--- src/rtl/bin2bcd.sv ---
// Sequential binary-to-BCD converter (double dabble).
// One ADJUST/SHIFT pair per input bit, then a DONE cycle that publishes
// the result, the leading-zero blank flags and a one-cycle Valid pulse.
module bin2bcd #(
  parameter int WIDTH  = 12,
  parameter int DIGITS = 4
) (
  input  logic                  clk,
  input  logic                  rst_n,
  input  logic                  Start,
  input  logic [WIDTH-1:0]      Bin,
  output logic [4*DIGITS-1:0]   Bcd,
  output logic [DIGITS-1:0]     Blank,
  output logic                  Busy,
  output logic                  Valid
);

  localparam int CW = $clog2(WIDTH + 1);

  localparam logic [1:0] S_IDLE   = 2'd0;
  localparam logic [1:0] S_ADJUST = 2'd1;
  localparam logic [1:0] S_SHIFT  = 2'd2;
  localparam logic [1:0] S_DONE   = 2'd3;

  // Blank of digit 0 is never set so a zero result still shows one "0".
  localparam logic [DIGITS-1:0] BLANK_RST = {{(DIGITS-1){1'b1}}, 1'b0};

  logic [1:0]          state_q, state_d;
  logic                start_q, start_d;
  logic [WIDTH-1:0]    sh_q, sh_d;
  logic [4*DIGITS-1:0] scr_q, scr_d;
  logic [CW-1:0]       cnt_q, cnt_d;
  logic [4*DIGITS-1:0] bcd_q, bcd_d;
  logic [DIGITS-1:0]   blank_q, blank_d;
  logic                busy_q, busy_d;
  logic                valid_q, valid_d;

  logic                start_ev;
  logic [DIGITS-1:0]   blank_calc;

  assign start_ev = Start & ~start_q;

  // Leading-zero flags from the finished scratch value, scanning from the top digit down.
  always_comb begin
    logic zero_run;
    zero_run   = 1'b1;
    blank_calc = '0;
    for (int i = DIGITS - 1; i >= 1; i--) begin
      zero_run      = zero_run & (scr_q[4*i +: 4] == 4'd0);
      blank_calc[i] = zero_run;
    end
  end

  // Next-state and datapath for the conversion sequencer.
  always_comb begin
    state_d = state_q;
    start_d = Start;
    sh_d    = sh_q;
    scr_d   = scr_q;
    cnt_d   = cnt_q;
    bcd_d   = bcd_q;
    blank_d = blank_q;
    busy_d  = busy_q;
    valid_d = 1'b0;

    case (state_q)
      S_IDLE: begin
        if (start_ev) begin
          sh_d    = Bin;
          scr_d   = '0;
          cnt_d   = '0;
          busy_d  = 1'b1;
          state_d = S_ADJUST;
        end
      end
      S_ADJUST: begin
        for (int i = 0; i < DIGITS; i++) begin
          if (scr_q[4*i +: 4] >= 4'd5) begin
            scr_d[4*i +: 4] = scr_q[4*i +: 4] + 4'd3;
          end
        end
        state_d = S_SHIFT;
      end
      S_SHIFT: begin
        {scr_d, sh_d} = {scr_q, sh_q} << 1;
        cnt_d         = cnt_q + 1'b1;
        state_d       = (cnt_q == CW'(WIDTH - 1)) ? S_DONE : S_ADJUST;
      end
      S_DONE: begin
        bcd_d   = scr_q;
        blank_d = blank_calc;
        valid_d = 1'b1;
        busy_d  = 1'b0;
        state_d = S_IDLE;
      end
      default: state_d = S_IDLE;
    endcase
  end

  // State registers with synchronous active-low reset.
  always_ff @(posedge clk) begin
    if (!rst_n) begin
      state_q <= S_IDLE;
      start_q <= 1'b0;
      sh_q    <= '0;
      scr_q   <= '0;
      cnt_q   <= '0;
      bcd_q   <= '0;
      blank_q <= BLANK_RST;
      busy_q  <= 1'b0;
      valid_q <= 1'b0;
    end else begin
      state_q <= state_d;
      start_q <= start_d;
      sh_q    <= sh_d;
      scr_q   <= scr_d;
      cnt_q   <= cnt_d;
      bcd_q   <= bcd_d;
      blank_q <= blank_d;
      busy_q  <= busy_d;
      valid_q <= valid_d;
    end
  end

  assign Bcd   = bcd_q;
  assign Blank = blank_q;
  assign Busy  = busy_q;
  assign Valid = valid_q;

endmodule

--- config.mk ---
export PLATFORM = sky130hd
export DESIGN_NAME = bin2bcd
export DESIGN_NICKNAME = d
export VERILOG_FILES = /design/src/rtl/bin2bcd.sv
export SDC_FILE = /design/constraint.sdc
export NUM_CORES = 1
export LEC_CHECK = 0
export BUFFER_PORTS_ARGS = -buffer_cell sky130_fd_sc_hd__buf_2
export CORE_MARGIN = 2
export CORE_UTILIZATION = 62
export CTS_CLUSTER_SIZE = 30
export DETAILED_ROUTE_END_ITERATION = 10
export PLACE_DENSITY = 0.94
export SKIP_CTS_REPAIR_TIMING = 1
export SLEW_MARGIN = 20
export SYNTH_ARGS = -nofsm -noshare
export SYNTH_HDL_FRONTEND = slang
export SYNTH_SLANG_ARGS = --single-unit
export TNS_END_PERCENT = 1
--- constraint.sdc ---
create_clock -name clk -period 4.48 [get_ports clk]
set_clock_uncertainty 0.05 [all_clocks]
set_input_delay 0.672 -clock clk [delete_from_list [all_inputs] [get_ports clk]]
set_output_delay 0.672 -clock clk [all_outputs]
set_load 0.01 [all_outputs]
==> impl_metrics.yaml <==
synth:
  synth_top_family_by_area: "compound AO/OA/AOI/OAI gates"
  synth_warnings: 0
  netlist_area_um2: 2970
  synth_seq_area_share_pct: 37.8
  syn-instance-count: 328
  synthFlopType: "dfxtp_1"
  synth_cell_types: 38
  avgSynthCellArea_um2: 9.04
  synth_edf_count: 0
  ys_async_sr_fraction_pct: 0
  synth_compound_area_share_pct: 20.5
  synth-seq-cells: 56
  synth_mux_area_share_pct: 9.45
  synth_fp_nets: 359
  synthXorXnorAreaFrac_pct: 1.18
  synth_fa_ha_area_share_pct: 6.75
  synth-simple-area-share_pct: 18.1
power_and_ir_drop:
  p_comb_share_pct: 24.4
  p_leak_nw: 1.32
  switchingPower_uw: 373
  p_sw_share_pct: 31.0
  intPower_uw: 831
  p_clk_share_pct: 29.8
  power_frac_seq_pct: 45.9
  ir_drop_uv: 261
  power_density_nw_per_um2: 373
setup_path:
  r2r-start: "state_q[0]$_SDFFE_PN0P_"
  path_class: "reg2reg"
  regToRegSetupSlack_ns: 2.29
  required_ns: 4.64
  critical_path.cell_chain: "inv_1 -> ha_1 -> a21o_1 -> a21boi_0 -> o21a_1"
  critPathBufInv: 1
  cp-start-kind: "flip-flop"
  critPathSlowestCell: "a21o_1"
  r2r-end: "cnt_q[3]$_SDFFE_PN0P_"
  cp_top_family: "compound AO/OA/AOI/OAI gates"
  worstPathArrival_ns: 2.35
  crit_path_max_fanout: 24
  cp-end-kind: "flip-flop"
  cpPeakStageDelay_ns: 0.64
  reg2reg_depth: 5
final_layout:
  drive_gt1_share_pct: 14.0
  area_growth_pct: 8.73
  n_antenna_cell: 0
  final_util_pct: 69.2
  nNetsFinal: 380
  stdcell_count: 404
cts:
  cts.clk_slew.worst_paths_ns: 0.10
  clk-insertion-delay-late_ns: 0.31
  cts_sinks: 56
  cts_tree: "built"
  cts_buffers: 5
  htreeDepth: 2
  clock-root-buffer: "clkbuf_8"
  clock_path_buffers: 2
floorplan:
  die_area_um2: 5350
  rows: 25
  io_pins: 37
  die-height_um: 73.2
  die_w_um: 73.2
  initial_core_util_pct: 63.6
  fp.coreArea_um2: 4660
sta:
  tightest_slew_ns: 0.865
  setup_slack_ns: 2.29
  finalSetupViolCount: 0
  fmax_mhz: 457
  fin_crit_sh_pct: 48.8
  hold_violations: 0
  slew_viol_final: 0
  period_needed_ns: 2.19
  rsz0062_at_grt: "false"
  slew_headroom_pct: 42.3
  whs_ns: 0.429
  tns_ns: 0
placed_design:
  dp_cells: 396
  dp_hpwl_mm: 3.92
  preCtsSetupSlack_ns: 2.30
  gp_congestion: 0.877
  port_buffers: 35
run:
  max_cap_violations: 0
detailed_routing:
  antenna_left: 0
  via_per_inst: 5.95
  drc_errors: 0
  wl_mm: 5.74
  dr.first_iter.drc_count: 125
  routedWlPerCell_um: 14.2
  dr.pass1.iters: 4
  num_vias: 2403
status:
  status: "finished, final reports clean"
global_route:
  grt_max_degree: 61
  grt_usage_pct: 22.3
  grt_remaining_overflow: 0
  antenna_found_initial: 0
  grt_pass1_vias: 2245
  grt_pass1_wl_mm: 9.56
hold_path:
  min_from: "Blank[3]$_SDFFE_PN1P_"
  min_path_type: "reg2reg"
  min_to: "Blank[3]$_SDFFE_PN1P_"
  hold_path_depth: 2
layout make-up:
cell class | instances | area [µm²]
sequential | 56 | 1120
inverter | 14 | 52.6
clock buffer | 7 | 96.3
fill | 350 | 1440
tap | 54 | 67.6
timing repair buffer | 37 | 190
clock inverter | 1 | 30.0
multi-input combinational | 235 | 1670
layer usage:
metal	vias to the layer above	share of wire, %	track usage (%)
met5	-	0	0
li1	1196	-	-
met3	10	3.3	3.18
met2	55	50	39.7
met4	0	1.7	9.88
met1	1142	45	26.4
cells in the final DEF (no fill, tap or decap), types with 7 or more instances in the layout:
master,count
nand2b_1,11
buf_2,35
ha_1,16
nor2_1,7
nand4_1,16
nor2b_1,21
dfxtp_1,56
o211a_1,11
a21boi_0,10
nand2_1,22
mux2i_1,28
o21ai_0,32
inv_1,14
clkbuf_8,7
nand3_1,12
worst max-delay path by stage:
stage	startpoint	to	depth (start not counted)
after floorplan	state_q[0]$_SDFFE_PN0P_	scr_q[15]$_SDFFE_PN0P_	7
after global placement	state_q[1]$_SDFFE_PN0P_	cnt_q[3]$_SDFFE_PN0P_	6
after detailed placement	state_q[0]$_SDFFE_PN0P_	cnt_q[3]$_SDFFE_PN0P_	5
after CTS	state_q[0]$_SDFFE_PN0P_	cnt_q[3]$_SDFFE_PN0P_	5
after global routing	state_q[0]$_SDFFE_PN0P_	cnt_q[3]$_SDFFE_PN0P_	5
final	state_q[0]$_SDFFE_PN0P_	cnt_q[3]$_SDFFE_PN0P_	5
power groups by stage:
stage               Sequential (mW)  Clock (mW)  Combinational (mW)
floorplan                     0.558           0               0.251
global placement              0.560           0               0.280
detailed placement            0.563           0               0.290
CTS                           0.552       0.363               0.292
global route                  0.556       0.381               0.325
finish                        0.552       0.358               0.293
per-stage QoR:
| stage | area [µm²] | power (mW) |
|---|---|---|
| 6_report | 3220 | 1.20 |
| 5_1_grt | 3220 | 1.26 |
| 4_1_cts | 3220 | 1.21 |
| 3_5_place_dp | 3100 | 0.853 |
| 3_3_place_gp | 3100 | 0.841 |
| 2_1_floorplan | 2970 | 0.808 |
worst register-to-register path, cell delays in order (launching register included):
cell	delay (ns)
dfxtp_1	0.36
inv_1	0.12
ha_1	0.51
a21o_1	0.64
a21boi_0	0.20
o21a_1	0.22
kinds of logic after synthesis:
logic type | count (synthesis)
xor gates and xnor gates | 4
other | 1
buffers and inverters | 37
muxes | 28
AOI/OAI and AO/OA | 88
adders and majority gates | 16
DFF | 56
and+or+nand+nor | 98
registers in the layout (all words and copies together), names as in the netlist:
name / cells
cnt_q: 4
Valid: 1
Blank: 3
scr_q: 16
state_q: 2
Busy: 1
sh_q: 12
start_q: 1
Bcd: 16
Yosys cell counts (2+ instances only):
cell type / instances / share of area [%]
nand3_1: 12 / 2.0
a21boi_1: 6 / 1.5
buf_2: 9 / 1.5
xor2_1: 4 / 1.2
nand2_1: 22 / 2.8
o211a_1: 11 / 3.7
inv_1: 14 / 1.8
mux2i_1: 28 / 9.5
a21oi_1: 5 / 0.84
buf_1: 2 / 0.25
o22ai_1: 4 / 0.84
clkbuf_1: 7 / 0.89
buf_4: 2 / 0.51
a21o_1: 6 / 1.5
o21ai_0: 32 / 5.4
a21boi_0: 10 / 2.5
dfxtp_1: 56 / 38
ha_1: 16 / 6.8
nor2_1: 7 / 0.89
o21ai_1: 4 / 0.68
a32oi_1: 6 / 1.8
nand4_1: 16 / 3.4
and2_1: 4 / 0.84
nor2b_1: 21 / 4.4
nand2b_1: 11 / 2.3
No activity file was read; power rests on OpenSTA's default activity.
